--- config.mk ---
export PLATFORM = sky130hd
export DESIGN_NAME = modbram_writer
export DESIGN_NICKNAME = d
export VERILOG_FILES = /design/src/rtl/modbram_writer.sv
export SDC_FILE = /design/constraint.sdc
export NUM_CORES = 1
export LEC_CHECK = 0
export ABC_AREA = 1
export CAP_MARGIN = 10
export CELL_PAD_IN_SITES_DETAIL_PLACEMENT = 0
export CELL_PAD_IN_SITES_GLOBAL_PLACEMENT = 1
export CORE_ASPECT_RATIO = 2
export CORE_MARGIN = 2
export CORE_UTILIZATION = 38
export DETAILED_ROUTE_END_ITERATION = 10
export PLACE_DENSITY = 0.94
export SLEW_MARGIN = 20
export SYNTH_ARGS = -nofsm -noshare
export SYNTH_HDL_FRONTEND = slang
export SYNTH_SLANG_ARGS = --single-unit
--- constraint.sdc ---
create_clock -name clk -period 3.7 [get_ports clk]
set_input_delay 0.74 -clock clk [delete_from_list [all_inputs] [get_ports clk]]
set_output_delay 0.74 -clock clk [all_outputs]
set_load 0.05 [all_outputs]
--- src/rtl/modbram_writer.sv ---
// modbram_writer
//   Loads one 256-bit modulus constant into a 7-series 36Kb SDP BRAM
//   (72-bit port) as four 64-bit words at {ADDR_HI, type, word_idx}.
//   Word 0 holds bits 63:0. Byte i of a word sits at di[9i+7:9i], and its
//   parity bit sits at di[9i+8]. With VERIFY_EN set, the four words are
//   read back and compared, and any mismatch is reported per word.
//
// Ports
//   clk       clock; also drives BRAM WRCLK/RDCLK
//   RST       synchronous, active-high reset
//   start     request pulse; only accepted in IDLE
//   type_idx  constant index (0..31); latched on accept
//   wdata     256-bit constant; latched on accept
//   busy      high from accept through the done cycle
//   done      one-cycle completion pulse
//   err       any verify mismatch; valid with done, held until next accept
//   err_word  per-word mismatch mask (bit k = word k)
//   wr_en     BRAM WREN
//   wr_we     BRAM WE (8'hFF while writing)
//   wr_addr   BRAM WRADDR
//   wr_di     BRAM DI
//   rd_en     BRAM RDEN
//   rd_addr   BRAM RDADDR
//   rd_do     BRAM DO (DO_REG=0, valid the cycle after RDEN)
module modbram_writer #(
  parameter logic [1:0] ADDR_HI   = 2'b00,
  parameter bit         VERIFY_EN = 1'b1,
  parameter bit         PARITY_EN = 1'b0
) (
  input  logic         clk,
  input  logic         RST,
  input  logic         start,
  input  logic [4:0]   type_idx,
  input  logic [255:0] wdata,
  output logic         busy,
  output logic         done,
  output logic         err,
  output logic [3:0]   err_word,
  output logic         wr_en,
  output logic [7:0]   wr_we,
  output logic [8:0]   wr_addr,
  output logic [71:0]  wr_di,
  output logic         rd_en,
  output logic [8:0]   rd_addr,
  input  logic [71:0]  rd_do
);

  typedef enum logic [3:0] {
    IDLE,
    WR0, WR1, WR2, WR3,
    RD0, RD1, RD2, RD3,
    WT0, WT1, WT2, WT3,
    DONE
  } state_t;

  state_t state, next_state;

  logic [4:0]       type_q;
  logic [3:0][63:0] word_q;

  logic [4:0]       type_cur;
  logic [3:0][63:0] word_cur;
  logic             nxt_wr;
  logic             nxt_rd;
  logic [1:0]       nxt_idx;
  logic [8:0]       nxt_addr;
  logic             chk_valid;
  logic [1:0]       chk_idx;
  logic             chk_bad;
  logic [3:0]       nxt_err_word;

  function automatic logic [71:0] pack_word(input logic [63:0] w);
    logic [71:0] d;
    d = '0;
    for (int unsigned i = 0; i < 8; i++) begin
      d[9*i +: 8] = w[8*i +: 8];
      d[9*i + 8]  = PARITY_EN ? ^w[8*i +: 8] : 1'b0;
    end
    return d;
  endfunction

  function automatic logic [63:0] unpack_word(input logic [71:0] d);
    logic [63:0] w;
    w = '0;
    for (int unsigned i = 0; i < 8; i++) begin
      w[8*i +: 8] = d[9*i +: 8];
    end
    return w;
  endfunction

  always_comb begin
    next_state = state;
    case (state)
      IDLE:    if (start) next_state = WR0;
      WR0:     next_state = WR1;
      WR1:     next_state = WR2;
      WR2:     next_state = WR3;
      WR3:     next_state = VERIFY_EN ? RD0 : DONE;
      RD0:     next_state = WT0;
      WT0:     next_state = RD1;
      RD1:     next_state = WT1;
      WT1:     next_state = RD2;
      RD2:     next_state = WT2;
      WT2:     next_state = RD3;
      RD3:     next_state = WT3;
      WT3:     next_state = DONE;
      DONE:    next_state = IDLE;
      default: next_state = IDLE;
    endcase
  end

  // Outputs are registered from the next state, so the request fields are
  // taken straight from the inputs on the accept edge and from the latched
  // copies afterwards.
  always_comb begin
    type_cur = (state == IDLE) ? type_idx : type_q;
    word_cur = (state == IDLE) ? wdata : word_q;

    nxt_wr  = 1'b0;
    nxt_rd  = 1'b0;
    nxt_idx = '0;
    case (next_state)
      WR0: begin nxt_wr = 1'b1; nxt_idx = 2'd0; end
      WR1: begin nxt_wr = 1'b1; nxt_idx = 2'd1; end
      WR2: begin nxt_wr = 1'b1; nxt_idx = 2'd2; end
      WR3: begin nxt_wr = 1'b1; nxt_idx = 2'd3; end
      RD0: begin nxt_rd = 1'b1; nxt_idx = 2'd0; end
      RD1: begin nxt_rd = 1'b1; nxt_idx = 2'd1; end
      RD2: begin nxt_rd = 1'b1; nxt_idx = 2'd2; end
      RD3: begin nxt_rd = 1'b1; nxt_idx = 2'd3; end
      default: ;
    endcase
    nxt_addr = {ADDR_HI, type_cur, nxt_idx};

    chk_valid = 1'b0;
    chk_idx   = '0;
    case (state)
      WT0: begin chk_valid = 1'b1; chk_idx = 2'd0; end
      WT1: begin chk_valid = 1'b1; chk_idx = 2'd1; end
      WT2: begin chk_valid = 1'b1; chk_idx = 2'd2; end
      WT3: begin chk_valid = 1'b1; chk_idx = 2'd3; end
      default: ;
    endcase

    // Parity bits take part in the compare only when they are being driven.
    if (PARITY_EN) begin
      chk_bad = (rd_do != pack_word(word_q[chk_idx]));
    end else begin
      chk_bad = (unpack_word(rd_do) != word_q[chk_idx]);
    end

    nxt_err_word = err_word;
    if (chk_valid && chk_bad) begin
      nxt_err_word[chk_idx] = 1'b1;
    end
  end

  always_ff @(posedge clk) begin
    if (RST) begin
      state    <= IDLE;
      type_q   <= '0;
      word_q   <= '0;
      busy     <= 1'b0;
      done     <= 1'b0;
      err      <= 1'b0;
      err_word <= '0;
      wr_en    <= 1'b0;
      wr_we    <= '0;
      wr_addr  <= '0;
      wr_di    <= '0;
      rd_en    <= 1'b0;
      rd_addr  <= '0;
    end else begin
      state <= next_state;
      busy  <= (next_state != IDLE);
      done  <= (next_state == DONE);
      wr_en <= nxt_wr;
      wr_we <= {8{nxt_wr}};
      rd_en <= nxt_rd;

      if (nxt_wr) begin
        wr_addr <= nxt_addr;
        wr_di   <= pack_word(word_cur[nxt_idx]);
      end
      if (nxt_rd) begin
        rd_addr <= nxt_addr;
      end

      if (state == IDLE && start) begin
        type_q   <= type_idx;
        word_q   <= wdata;
        err      <= 1'b0;
        err_word <= '0;
      end else begin
        if (chk_valid) begin
          err_word <= nxt_err_word;
        end
        if (next_state == DONE) begin
          err <= |nxt_err_word;
        end
      end
    end
  end

endmodule

==> Flow_metrics.wiki <==
{| class="wikitable"
! Metric !! Value
|-
| Wire length of the first global-routing pass || roughly 120000 um
|-
| Routability Congestion || about 0.90
|-
| Final clock period utilization by the worst path || 94.1%
|-
| Source of the worst hold timing path || wr_di[34]
|-
| Length of the first detailed-routing pass in iterations || 6
|-
| Post-synth EDFFs || 0
|-
| FF-to-FF setup slack || between 0.2 and 0.25 ns
|-
| Startpoint types || flip-flop
|-
| Iter 0 DRT Violations || between 1500 and 2000
|-
| Sequential cell area fraction in the yosys report || approximately 37%
|-
| Mapped Cells || between 2000 and 3000
|-
| Path type of the worst min-delay path || reg2reg
|-
| Hold Buf Count CTS || 0
|-
| Worst slew margin relative to its limit || roughly 40%
|-
| Wirelength, routed || ~80000 um
|-
| Crit path time final || around 3.5 ns
|-
| Clock transition at the registers of the reported paths || about 0.070 ns
|-
| Total negative slack for setup checks || 0 ns
|-
| Final layout net count || approximately 3400
|-
| Number of vias after detailed routing || 21202
|-
| Area growth syn-to-layout || 31.1%
|-
| Total standard cell area after synthesis || ~19000 sq um
|-
| Number of max-slew violations in the final report || 0
|-
| Deepest clock path buffer count || 3
|-
| Maximum achievable frequency || roughly 290 MHz
|-
| Worst Setup SP || state[3]
|-
| Most numerous cell in the Yosys netlist || sky130_fd_sc_hd__nand2_1
|-
| RSZ-0062 raised after global routing || no
|-
| Number of cells on the worst hold path || 2
|-
| Number of placed cells counting well taps || ~3700
|-
| Worst setup EP type || flip-flop
|-
| Count of nets left with antenna violations after detail routing || 0
|-
| Largest net degree at the start of global routing || about 170
|-
| Later-pin clock latency in the skew report || about 0.55 ns
|-
| Count of pins on the block boundary || about 440
|-
| Capture point of the worst reg-to-reg path || err
|-
| Number of global-route vias before repair || 20679
|-
| Max-cap viol count || 0
|-
| Cell leakage power || just under 0.01 uW
|-
| Count of unique library cells instantiated by Yosys || 29
|-
| Detailed-route wire length per cell || between 20 and 25 um
|-
| Number of cell instances on the worst register-to-register path || 20
|-
| Max Clock Skew || 0.0193 ns
|-
| Hpwl dp || between 50000 and 60000 um
|-
| Area fraction of the dominant cell type after synthesis || a little under two fifths
|-
| Count of buffers inserted at the top-level ports || ~420
|-
| Post-synthesis sequential element count || between 300 and 400
|-
| Share of flip-flops with an asynchronous set or reset after synthesis || 0%
|-
| TritonCTS clock tree || done
|-
| Total power density per cell area || approximately 750 nW/um^2
|-
| Leading register cell type out of synthesis || sky130_fd_sc_hd__dfxtp_1
|-
| Yosys synthesis warning count || 0
|-
| Final design instance area without fill || between 20000 and 25000 sq um
|-
| Via density per instance || approximately 5.7
|-
| Initial cell density of the core || a little under two fifths
|-
| Average footprint of a synthesized cell || around 6.7 sq um
|-
| # DRC || 0
|-
| Req. time, crit path || ~4.1 ns
|-
| Worst Tran Pin Value || between 0.8 and 0.9 ns
|-
| Most frequent cells after synthesis || sky130_fd_sc_hd__nand2_1, sky130_fd_sc_hd__dfxtp_1, sky130_fd_sc_hd__inv_1
|-
| Worst Hold Endpoint || wr_di[34]
|-
| Final Setup Violations || 0
|-
| Width of the die || ~160 um
|-
| Standard-cell row count || approximately 120
|-
| Cell type with the highest aggregate area in the netlist || sky130_fd_sc_hd__dfxtp_1
|-
| Startpoint-to-endpoint class of the critical path || reg2reg
|-
| H-tree depth || 2
|-
| Clock buffer count from CTS || 35
|-
| Largest voltage drop on the vdd net || between 0.5 and 0.6 mV
|-
| Antenna violations before repair || 21
|-
| Share of layout cells above drive strength 1 || 4.01%
|-
| Final cell count without fillers || 3746
|-
| Post-CTS resize count || 0
|-
| Global-route congestion overflow total || 0
|-
| Placed cell areas || ~23000 sq um
|-
| Clock Sinks || roughly 350
|-
| Power after layout || around 18000 uW
|-
| Data arrival, critical path || about 3.9 ns
|-
| Post-CTS repair timing setup buffer count || 0
|-
| Die extent in y || between 300 and 400 um
|-
| Final hold violations || 0
|-
| Status || finished clean
|-
| Dominant cells by area after synthesis || sky130_fd_sc_hd__dfxtp_1, sky130_fd_sc_hd__nand2_1, sky130_fd_sc_hd__o211ai_1, sky130_fd_sc_hd__o22ai_1, sky130_fd_sc_hd__inv_1
|-
| Max Fanout on Critical Path || 50
|-
| Total routing resource utilization after global routing || 29.2%
|-
| Clock root buffer || sky130_fd_sc_hd__clkbuf_16
|-
| Core Region || roughly 49000 sq um
|-
| Area of the die || about 51000 sq um
|-
| Reg2Reg Launch Point || state[3]
|}
==> layout by cell type (no fill, tap or decap), drive strengths merged, types with 12 or more instances in the layout <==
cell type and count:
conb 12, a31oi 43, dfxtp 352, nand2 699, clkdlybuf4s50 422, o211ai 237, a21oi 58, o21ai 204
inv 350, o22ai 258, buf 40, nand4 23, nand3 247, nor2 78, clkbuf 48
==> critical path, stage by stage (launching register included) <==
cell and delay [ns]:
sky130_fd_sc_hd__dfxtp_1 0.39, sky130_fd_sc_hd__inv_1 0.10, sky130_fd_sc_hd__nor2_2 0.33, sky130_fd_sc_hd__nand2_1 0.18
sky130_fd_sc_hd__nand2_4 0.13, sky130_fd_sc_hd__buf_12 0.31, sky130_fd_sc_hd__inv_2 0.35, sky130_fd_sc_hd__nand2_1 0.19
sky130_fd_sc_hd__nand2_1 0.07, sky130_fd_sc_hd__nand2_1 0.06, sky130_fd_sc_hd__nand2_1 0.12, sky130_fd_sc_hd__nor2_1 0.13
sky130_fd_sc_hd__nand2_1 0.05, sky130_fd_sc_hd__nor2_1 0.19, sky130_fd_sc_hd__nand2_1 0.08, sky130_fd_sc_hd__nor2_1 0.10
sky130_fd_sc_hd__nand2_1 0.18, sky130_fd_sc_hd__nand2_1 0.14, sky130_fd_sc_hd__nand2_1 0.06, sky130_fd_sc_hd__nor2_1 0.10
sky130_fd_sc_hd__a21oi_1 0.07
==> layer usage <==
layer	GRT usage, %	wire length [um]	vias up
li1	-	-	10101
met1	32.1	28600	9794
met2	49.8	37900	1031
met3	5.40	5680	258
met4	21.5	6140	18
met5	0	119	-
==> worst max-delay path by stage <==
stage,endpoint,slack (ns)
5_1_grt,err,0.006
4_1_cts,err,0.22
3_3_place_gp,err,0.27
6_report,err,0.22
2_1_floorplan,err,1.51
3_5_place_dp,err,0.23
==> per-stage QoR <==
| stage | hold WS (ns) | util [%] | setup slack (ns) |
|---|---|---|---|
| final | 0.468 | 50.3 | 0.219 |
| after global routing | 0.485 | 50.3 | 0.00584 |
| after CTS | 0.468 | 50.2 | 0.216 |
| after detailed placement | 0.458 | 47.8 | 0.232 |
| after global placement | 0.454 | 47.8 | 0.272 |
| after floorplan | 0.451 | - | 1.51 |
==> final cells by class <==
type / instances / area, sq um
fill: 4790 / 24400
multi-input combinational: 1867 / 9480
sequential: 352 / 7050
timing repair buffer: 462 / 4800
inverter: 350 / 1320
clock buffer: 48 / 1050
tap: 643 / 805
clock inverter: 13 / 149
antenna: 11 / 27.5
==> state kept, by name, indices dropped and copies added, names as in the netlist <==
| register | cells |
|---|---|
| wr_di | 64 |
| wr_we | 1 |
| err_word | 4 |
| state | 4 |
| rd_addr | 7 |
| done | 1 |
| busy | 1 |
| word_q | 256 |
| rd_en | 1 |
| wr_addr | 7 |
| err | 1 |
| type_q | 5 |
==> power by group <==
group | internal [uW] | leakage (uW) | switching, uW
registers | 4620 | 0.00289 | 399
logic | 3000 | 0.00639 | 6560
clock network | 2200 | 0.000591 | 1640
==> kinds of logic after synthesis <==
logic type | count (synthesis) | synth area share, %
simple gates | 1051 | 23.1
other cells | 1 | 0.0199
compound gates | 804 | 26.6
buf+inv | 594 | 12.8
flops | 352 | 37.4
No activity file was read; power rests on OpenSTA's default activity.
